**src/rtl/mc_ctrl_if.sv**
```systemverilog
// Control bundle between the multi-cycle sequencer (master) and the
// MIPS-subset datapath (slave).
interface mc_ctrl_if #(
  parameter int unsigned RETIRE_CNT_W = 32
);
  logic [5:0]              Op;
  logic [5:0]              Funct;
  logic                    Zero;
  logic                    mem_rdy;
  logic                    PCWrite;
  logic                    IRWrite;
  logic                    RegWrite;
  logic                    MemRead;
  logic                    MemWrite;
  logic                    IorD;
  logic                    EXTOp;
  logic [2:0]              ALUOp;
  logic [1:0]              NPCOp;
  logic                    ALUSrc;
  logic                    GPRSel;
  logic                    WDSel;
  logic [2:0]              state;
  logic                    illegal;
  logic                    retire;
  logic [RETIRE_CNT_W-1:0] retire_cnt;

  modport master (
    input  Op, Funct, Zero, mem_rdy,
    output PCWrite, IRWrite, RegWrite, MemRead, MemWrite, IorD, EXTOp,
           ALUOp, NPCOp, ALUSrc, GPRSel, WDSel, state, illegal, retire,
           retire_cnt
  );

  modport slave (
    output Op, Funct, Zero, mem_rdy,
    input  PCWrite, IRWrite, RegWrite, MemRead, MemWrite, IorD, EXTOp,
           ALUOp, NPCOp, ALUSrc, GPRSel, WDSel, state, illegal, retire,
           retire_cnt
  );
endinterface

```
**src/rtl/mc_ctrl.sv**
```systemverilog
// Multi-cycle FETCH/DECODE/EXE/MEM/WB control sequencer for the MIPS-subset
// CPU, with memory-ready stalls and a retired-instruction counter.
module mc_ctrl #(
  parameter int unsigned RETIRE_CNT_W = 32
) (
  input  logic      clk,
  input  logic      rstn,
  mc_ctrl_if.master bus
);

  localparam logic [5:0] OP_RTYPE = 6'b000000;
  localparam logic [5:0] OP_ADDI  = 6'b001000;
  localparam logic [5:0] OP_ORI   = 6'b001101;
  localparam logic [5:0] OP_LW    = 6'b100011;
  localparam logic [5:0] OP_SW    = 6'b101011;
  localparam logic [5:0] OP_BEQ   = 6'b000100;
  localparam logic [5:0] OP_J     = 6'b000010;

  localparam logic [5:0] FN_ADD  = 6'b100000;
  localparam logic [5:0] FN_ADDU = 6'b100001;
  localparam logic [5:0] FN_SUB  = 6'b100010;
  localparam logic [5:0] FN_SUBU = 6'b100011;
  localparam logic [5:0] FN_AND  = 6'b100100;
  localparam logic [5:0] FN_OR   = 6'b100101;
  localparam logic [5:0] FN_SLT  = 6'b101010;
  localparam logic [5:0] FN_SLTU = 6'b101011;

  localparam logic [2:0] ALU_NOP  = 3'b000;
  localparam logic [2:0] ALU_ADD  = 3'b001;
  localparam logic [2:0] ALU_SUB  = 3'b010;
  localparam logic [2:0] ALU_AND  = 3'b011;
  localparam logic [2:0] ALU_OR   = 3'b100;
  localparam logic [2:0] ALU_SLT  = 3'b101;
  localparam logic [2:0] ALU_SLTU = 3'b110;

  localparam logic [1:0] NPC_PLUS4  = 2'b00;
  localparam logic [1:0] NPC_BRANCH = 2'b01;
  localparam logic [1:0] NPC_JUMP   = 2'b10;

  typedef enum logic [2:0] {
    S_FETCH  = 3'b000,
    S_DECODE = 3'b001,
    S_EXE    = 3'b010,
    S_MEM    = 3'b011,
    S_WB     = 3'b100
  } state_t;

  state_t                  state_q;
  state_t                  state_d;
  logic [RETIRE_CNT_W-1:0] retire_cnt_q;

  logic       legal;
  logic       is_lw;
  logic       is_sw;
  logic       is_beq;
  logic       is_j;
  logic       rt_dest;
  logic [2:0] dec_alu_op;
  logic       dec_alu_src;
  logic       dec_ext_op;

  logic       pc_write;
  logic       ir_write;
  logic       reg_write;
  logic       mem_read;
  logic       mem_write;
  logic       iord;
  logic       ext_op;
  logic [2:0] alu_op;
  logic [1:0] npc_op;
  logic       alu_src;
  logic       gpr_sel;
  logic       wd_sel;
  logic       illegal;
  logic       retire;

  // Instruction decode from the IR opcode/funct fields.
  always_comb begin
    legal       = 1'b1;
    dec_alu_op  = ALU_NOP;
    dec_alu_src = 1'b0;
    dec_ext_op  = 1'b0;
    is_lw       = (bus.Op == OP_LW);
    is_sw       = (bus.Op == OP_SW);
    is_beq      = (bus.Op == OP_BEQ);
    is_j        = (bus.Op == OP_J);
    rt_dest     = (bus.Op == OP_LW) || (bus.Op == OP_ADDI) || (bus.Op == OP_ORI);
    case (bus.Op)
      OP_RTYPE: begin
        case (bus.Funct)
          FN_ADD, FN_ADDU: dec_alu_op = ALU_ADD;
          FN_SUB, FN_SUBU: dec_alu_op = ALU_SUB;
          FN_AND:          dec_alu_op = ALU_AND;
          FN_OR:           dec_alu_op = ALU_OR;
          FN_SLT:          dec_alu_op = ALU_SLT;
          FN_SLTU:         dec_alu_op = ALU_SLTU;
          default:         legal      = 1'b0;
        endcase
      end
      OP_ADDI, OP_LW, OP_SW: begin
        dec_alu_op  = ALU_ADD;
        dec_alu_src = 1'b1;
        dec_ext_op  = 1'b1;
      end
      OP_ORI: begin
        dec_alu_op  = ALU_OR;
        dec_alu_src = 1'b1;
      end
      OP_BEQ:  dec_alu_op = ALU_SUB;
      OP_J:    dec_alu_op = ALU_NOP;
      default: legal      = 1'b0;
    endcase
  end

  // Next-state and control outputs; everything is forced low while in reset.
  always_comb begin
    state_d   = state_q;
    pc_write  = 1'b0;
    ir_write  = 1'b0;
    reg_write = 1'b0;
    mem_read  = 1'b0;
    mem_write = 1'b0;
    iord      = 1'b0;
    ext_op    = 1'b0;
    alu_op    = ALU_NOP;
    npc_op    = NPC_PLUS4;
    alu_src   = 1'b0;
    gpr_sel   = 1'b0;
    wd_sel    = 1'b0;
    illegal   = 1'b0;
    retire    = 1'b0;
    case (state_q)
      S_FETCH: begin
        mem_read = 1'b1;
        if (bus.mem_rdy) begin
          ir_write = 1'b1;
          pc_write = 1'b1;
          state_d  = S_DECODE;
        end
      end
      S_DECODE: begin
        if (!legal) begin
          illegal = 1'b1;
          state_d = S_FETCH;
        end else if (is_j) begin
          pc_write = 1'b1;
          npc_op   = NPC_JUMP;
          retire   = 1'b1;
          state_d  = S_FETCH;
        end else begin
          state_d = S_EXE;
        end
      end
      S_EXE: begin
        alu_op  = dec_alu_op;
        alu_src = dec_alu_src;
        ext_op  = dec_ext_op;
        if (is_beq) begin
          pc_write = bus.Zero;
          npc_op   = NPC_BRANCH;
          retire   = 1'b1;
          state_d  = S_FETCH;
        end else if (is_lw || is_sw) begin
          state_d = S_MEM;
        end else begin
          state_d = S_WB;
        end
      end
      S_MEM: begin
        iord    = 1'b1;
        alu_op  = dec_alu_op;
        alu_src = dec_alu_src;
        ext_op  = dec_ext_op;
        if (is_lw) begin
          mem_read = 1'b1;
          if (bus.mem_rdy) state_d = S_WB;
        end else if (is_sw) begin
          mem_write = 1'b1;
          if (bus.mem_rdy) begin
            retire  = 1'b1;
            state_d = S_FETCH;
          end
        end else begin
          state_d = S_FETCH;
        end
      end
      S_WB: begin
        reg_write = 1'b1;
        retire    = 1'b1;
        gpr_sel   = rt_dest;
        wd_sel    = is_lw;
        state_d   = S_FETCH;
        if (!is_lw) begin
          alu_op  = dec_alu_op;
          alu_src = dec_alu_src;
          ext_op  = dec_ext_op;
        end
      end
      default: state_d = S_FETCH;
    endcase
    if (!rstn) begin
      pc_write  = 1'b0;
      ir_write  = 1'b0;
      reg_write = 1'b0;
      mem_read  = 1'b0;
      mem_write = 1'b0;
      iord      = 1'b0;
      ext_op    = 1'b0;
      alu_op    = ALU_NOP;
      npc_op    = NPC_PLUS4;
      alu_src   = 1'b0;
      gpr_sel   = 1'b0;
      wd_sel    = 1'b0;
      illegal   = 1'b0;
      retire    = 1'b0;
    end
  end

  always_ff @(posedge clk or negedge rstn) begin
    if (!rstn) state_q <= S_FETCH;
    else       state_q <= state_d;
  end

  // Retired-instruction counter, wraps naturally at 2^RETIRE_CNT_W.
  always_ff @(posedge clk or negedge rstn) begin
    if (!rstn)       retire_cnt_q <= '0;
    else if (retire) retire_cnt_q <= retire_cnt_q + RETIRE_CNT_W'(1);
  end

  assign bus.PCWrite    = pc_write;
  assign bus.IRWrite    = ir_write;
  assign bus.RegWrite   = reg_write;
  assign bus.MemRead    = mem_read;
  assign bus.MemWrite   = mem_write;
  assign bus.IorD       = iord;
  assign bus.EXTOp      = ext_op;
  assign bus.ALUOp      = alu_op;
  assign bus.NPCOp      = npc_op;
  assign bus.ALUSrc     = alu_src;
  assign bus.GPRSel     = gpr_sel;
  assign bus.WDSel      = wd_sel;
  assign bus.state      = state_q;
  assign bus.illegal    = illegal;
  assign bus.retire     = retire;
  assign bus.retire_cnt = retire_cnt_q;

endmodule
```
**src/flat_wrapper.sv**
```systemverilog
// flat-port wrapper written by rule: the top's interface ports become plain ports
module mc_ctrl_flat 
#(
  parameter int unsigned RETIRE_CNT_W = 32
)
  (clk, rstn, bus_Op, bus_Funct, bus_Zero, bus_mem_rdy, bus_PCWrite, bus_IRWrite, bus_RegWrite, bus_MemRead, bus_MemWrite, bus_IorD, bus_EXTOp, bus_ALUOp, bus_NPCOp, bus_ALUSrc, bus_GPRSel, bus_WDSel, bus_state, bus_illegal, bus_retire, bus_retire_cnt);
  mc_ctrl_if #(.RETIRE_CNT_W(RETIRE_CNT_W)) bus_i ();
  input  logic clk;
  input  logic rstn;
  input wire logic [$bits(bus_i.Op)-1:0] bus_Op;
  input wire logic [$bits(bus_i.Funct)-1:0] bus_Funct;
  input wire logic [$bits(bus_i.Zero)-1:0] bus_Zero;
  input wire logic [$bits(bus_i.mem_rdy)-1:0] bus_mem_rdy;
  output wire logic [$bits(bus_i.PCWrite)-1:0] bus_PCWrite;
  output wire logic [$bits(bus_i.IRWrite)-1:0] bus_IRWrite;
  output wire logic [$bits(bus_i.RegWrite)-1:0] bus_RegWrite;
  output wire logic [$bits(bus_i.MemRead)-1:0] bus_MemRead;
  output wire logic [$bits(bus_i.MemWrite)-1:0] bus_MemWrite;
  output wire logic [$bits(bus_i.IorD)-1:0] bus_IorD;
  output wire logic [$bits(bus_i.EXTOp)-1:0] bus_EXTOp;
  output wire logic [$bits(bus_i.ALUOp)-1:0] bus_ALUOp;
  output wire logic [$bits(bus_i.NPCOp)-1:0] bus_NPCOp;
  output wire logic [$bits(bus_i.ALUSrc)-1:0] bus_ALUSrc;
  output wire logic [$bits(bus_i.GPRSel)-1:0] bus_GPRSel;
  output wire logic [$bits(bus_i.WDSel)-1:0] bus_WDSel;
  output wire logic [$bits(bus_i.state)-1:0] bus_state;
  output wire logic [$bits(bus_i.illegal)-1:0] bus_illegal;
  output wire logic [$bits(bus_i.retire)-1:0] bus_retire;
  output wire logic [$bits(bus_i.retire_cnt)-1:0] bus_retire_cnt;
  assign bus_i.Op = bus_Op;
  assign bus_i.Funct = bus_Funct;
  assign bus_i.Zero = bus_Zero;
  assign bus_i.mem_rdy = bus_mem_rdy;
  assign bus_PCWrite = bus_i.PCWrite;
  assign bus_IRWrite = bus_i.IRWrite;
  assign bus_RegWrite = bus_i.RegWrite;
  assign bus_MemRead = bus_i.MemRead;
  assign bus_MemWrite = bus_i.MemWrite;
  assign bus_IorD = bus_i.IorD;
  assign bus_EXTOp = bus_i.EXTOp;
  assign bus_ALUOp = bus_i.ALUOp;
  assign bus_NPCOp = bus_i.NPCOp;
  assign bus_ALUSrc = bus_i.ALUSrc;
  assign bus_GPRSel = bus_i.GPRSel;
  assign bus_WDSel = bus_i.WDSel;
  assign bus_state = bus_i.state;
  assign bus_illegal = bus_i.illegal;
  assign bus_retire = bus_i.retire;
  assign bus_retire_cnt = bus_i.retire_cnt;
  mc_ctrl #(.RETIRE_CNT_W(RETIRE_CNT_W)) u_core (.clk(clk), .rstn(rstn), .bus(bus_i));
endmodule
```
**config.mk**
```make
export PLATFORM = sky130hd
export DESIGN_NAME = mc_ctrl_flat
export DESIGN_NICKNAME = d
export VERILOG_FILES = /design/src/rtl/mc_ctrl_if.sv /design/src/rtl/mc_ctrl.sv /design/src/flat_wrapper.sv
export SDC_FILE = /design/constraint.sdc
export NUM_CORES = 1
export LEC_CHECK = 0
export CORE_ASPECT_RATIO = 0.8
export CORE_UTILIZATION = 40
export DETAILED_ROUTE_END_ITERATION = 16
export PLACE_DENSITY = 0.73
export SYNTH_ARGS = -nofsm -noshare
export SYNTH_HDL_FRONTEND = slang
export SYNTH_SLANG_ARGS = --single-unit
```
**constraint.sdc**
```tcl
create_clock -name clk -period 5.3 [get_ports clk]
set_input_delay 1.59 -clock clk [delete_from_list [all_inputs] [get_ports clk]]
set_output_delay 1.59 -clock clk [all_outputs]
set_load 0.005 [all_outputs]
```
==> results.md <==
- Period utilisation layout: 98.1%
- Ratio of cells with drive above 1 in the final layout: 13.3%
- Detail Route Antenna Nets: 0
- Data arrival, critical path: 3.61 ns
- Number of filler cells placed in the layout: 437
- Largest net degree at the start of global routing: 31
- Max-Cap Viols: 0
- Flop pwr share: 52.0%
- PwrDens: 179 nW/µm²
- Count of warnings emitted by yosys: 0
- IO Count: 68
- GRT Util Overall: 19.0%
- Final Non-Filler Cells: 371
- Pleak: 1.34 nW
- CP endpoint kind: output port
- Distinct cells, synth: 42
- Final #Nets: 325
- Setup Crit Path Kind: input pin to output port
- Dpl hpwl: 4160 µm
- RSZ-0062 raised after global routing: no
- Initial antenna violation count: 0
- Synth Area in Adders: 0.564%
- Die footprint: 5850 µm²
- Rows: 23
- Avg Cell Area, Syn: 9.53 µm²
- Die height: 68.6 µm
- Synth top area share: 39.5%
- Hold_sp: u_core.bus.retire_cnt[4]
- Fin crit period: 5.20 ns
- First-pass GRT wire length: 8800 µm
- Metal-1 WL: 2700 µm
- Most used DFF post-synth: dfrtp_1
- Slack of the critical path: 0.0986 ns
- Asr flop ratio synth: 100%
- First drt pass iteration count: 4
- Final clock skew: 0.00553 ns
- Final hold vios: 0
- Simple-Gate Fraction of Synth Area: 35.5%
- Reg2reg setup slack: 3.20 ns
- Post-synth EDFFs: 0
- Psw: 0.000140 W
- Sw Share: 25.4%
- FF-to-FF path depth: 6
- Met2 wire len: 2480 µm
- Wire length on met3: 276 µm
- Cell-internal power: 0.000411 W
- Core Region: 5180 µm²
- Comb pwr share: 14.7%
- WL/cell: 14.7 µm
- Relative slew slack: 68.4%
- Crit. Startpoint: bus_Op[0]
- Run status: completed
- Final TNS setup: 0 ns
- Clock buffer depth: 2
- DR top layer: met4
- CP max FO: 5
- Mux share of post-synthesis cell area: 0.507%
- DR vias/cell: 5.42
- Yosys reg bits: 35
- Hold crit path type: flip-flop to flip-flop
- CTS buffer count: 5
- Worst Tran Pin Value: 0.473 ns
- DR vias: 2,009
- Depth of the CTS H-tree: 2
- # placed instances: 363
- RR Startpoint: u_core.bus.state[0]
- Antenna Cells: 0
- Area Growth Syn to Fin: 38.4%
- Worst vdd ir: 0.185 mV
- Clock latency on the worst-skew pair: 0.28 ns
- CP endpoint: bus_EXTOp
- Synth top cells by count: 35 x dfrtp_1, 28 x xor2_1, 19 x nor2_1
- # DRC: 0
- Sequential area share after synthesis: 39.5%
- Slew Viols, Final: 0
- XOR/XNOR Fraction of Synth Area: 12.6%
- Initial drt markers: 143
- Root buffer cell: clkbuf_8
- Leading area contributor after synthesis: dfrtp_1
- Vias in the first global route: 1,753
- Number of port buffers: 67
- Synth Area in Compound Gates: 7.05%
- Final setup violation count: 0
- Critical R2R Capture: u_core.bus.retire_cnt[25]
- Final Power: 0.000550 W
- CTS sink count: 35
- Detailed Route WL: 5470 µm
- Hold_ws: 0.485 ns
- Placer congestion estimate: 0.872
- CTS tree: done
- Post-synthesis cell count: 233
- Max Freq: 192 MHz
- Die extent in x: 85.3 µm
- Clk pin slew, worst setup/hold paths: 0.07 ns
- Clock share of power: 33.4%
- Area contributors post-synth: dfrtp_1 39%, xor2_1 11%, nor4_2 5.1%, nor3_1 3.4%, nor4b_2 3.4%
- Grt total ovfl: 0
- Post-synth net total: 250
- CP required: 3.71 ns
- Critical Path Source Type: input pin
- Most frequent cell after synthesis: dfrtp_1
- Initial core utilization: 42.9%
- Largest family of logic cells by synthesized area: simple AND/OR/NAND/NOR gates
- Pre-CTS WS: 0.0794 ns
- Synth Cell Area: 2220 µm²
==> sequential cells by signal, summed over array words and instances (netlist names) <==
signal                 cells
u_core.bus.retire_cnt     32
u_core.bus.state           3
==> worst min-delay path by stage <==
| stage | end | slack [ns] | depth (start not counted) |
|---|---|---|---|
| 2_1_floorplan | u_core.bus.retire_cnt[31] | 0.46 | 1 |
| 3_3_place_gp | u_core.bus.retire_cnt[28] | 0.48 | 1 |
| 3_5_place_dp | u_core.bus.retire_cnt[4] | 0.48 | 1 |
| 4_1_cts | u_core.bus.retire_cnt[4] | 0.49 | 1 |
| 5_1_grt | u_core.bus.retire_cnt[4] | 0.52 | 1 |
| 6_report | u_core.bus.retire_cnt[4] | 0.49 | 1 |
==> worst max-delay path, stage by stage <==
cell and delay [ns]:
clkdlybuf4s50_1 0.53, buf_4 0.16, nand4b_1 0.19, or3_1 0.42, a31oi_1 0.21, nor3b_1 0.07, clkdlybuf4s50_1 0.44
==> placed cells by master (no fill, tap or decap), types with 2 or more instances in the layout <==
cell / n
or3_1: 3
clkbuf_1: 2
a21oi_1: 6
clkdlybuf4s50_1: 64
nor4_2: 9
and3b_1: 3
nand3_1: 10
nor3b_1: 4
nor2_1: 19
a32o_1: 2
nor2b_1: 5
and3_1: 7
inv_1: 6
a31oi_1: 2
dfrtp_1: 35
or2_2: 2
nor4_1: 2
and2_1: 3
xor2_1: 28
dlymetal6s2s_1: 2
nand2b_1: 2
nor4bb_1: 2
clkbuf_8: 5
nor4b_2: 5
buf_4: 12
nand2_1: 18
xnor2_1: 4
nor3_1: 15
nand4_1: 8
o21ai_0: 6
==> layer usage <==
metal / track usage, % / vias up
met2: 30.6 / 57
met1: 27.2 / 966
met5: 0 / -
met3: 3.45 / 4
met4: 3.75 / 0
li1: - / 982
==> area by class of cell <==
class	count	area, µm²	share of cell area (%)
multi-input cells	181	1250	40.8
flip-flops and latches	35	876	28.5
repair buffers	79	761	24.8
well taps	62	77.6	2.52
clock buffers	7	76.3	2.48
inverters	6	22.5	0.733
clock inverters	1	5.00	0.163
==> per-stage QoR <==
stage,area [µm²],util [%]
global placement,2980,57.5
finish,3070,59.3
global route,3070,59.3
CTS,3060,59.1
detailed placement,2980,57.5
floorplan,2220,-
==> power by group through the flow <==
stage | logic, W | registers [W] | clock network, W
after detailed placement | 0.0000806 | 0.000291 | 0
final | 0.0000807 | 0.000286 | 0.000184
after floorplan | 0.0000344 | 0.000288 | 0
after CTS | 0.0000811 | 0.000286 | 0.000187
after global placement | 0.0000805 | 0.000290 | 0
after global routing | 0.0000883 | 0.000288 | 0.000201
==> timing repair <==
item,4_1_cts,5_1_grt
gates resized for setup,0,5
setup endpoints to repair,0,5
hold buffers,0,0
buffers inserted,0,0
==> kinds of logic after synthesis <==
family	Yosys count
buffers and inverters	17
DFF	35
and+or+nand+nor	123
adders and majority gates	1
muxes	1
xor gates and xnor gates	32
AOI/OAI and AO/OA	24
Power figures use the tool's default switching activity.
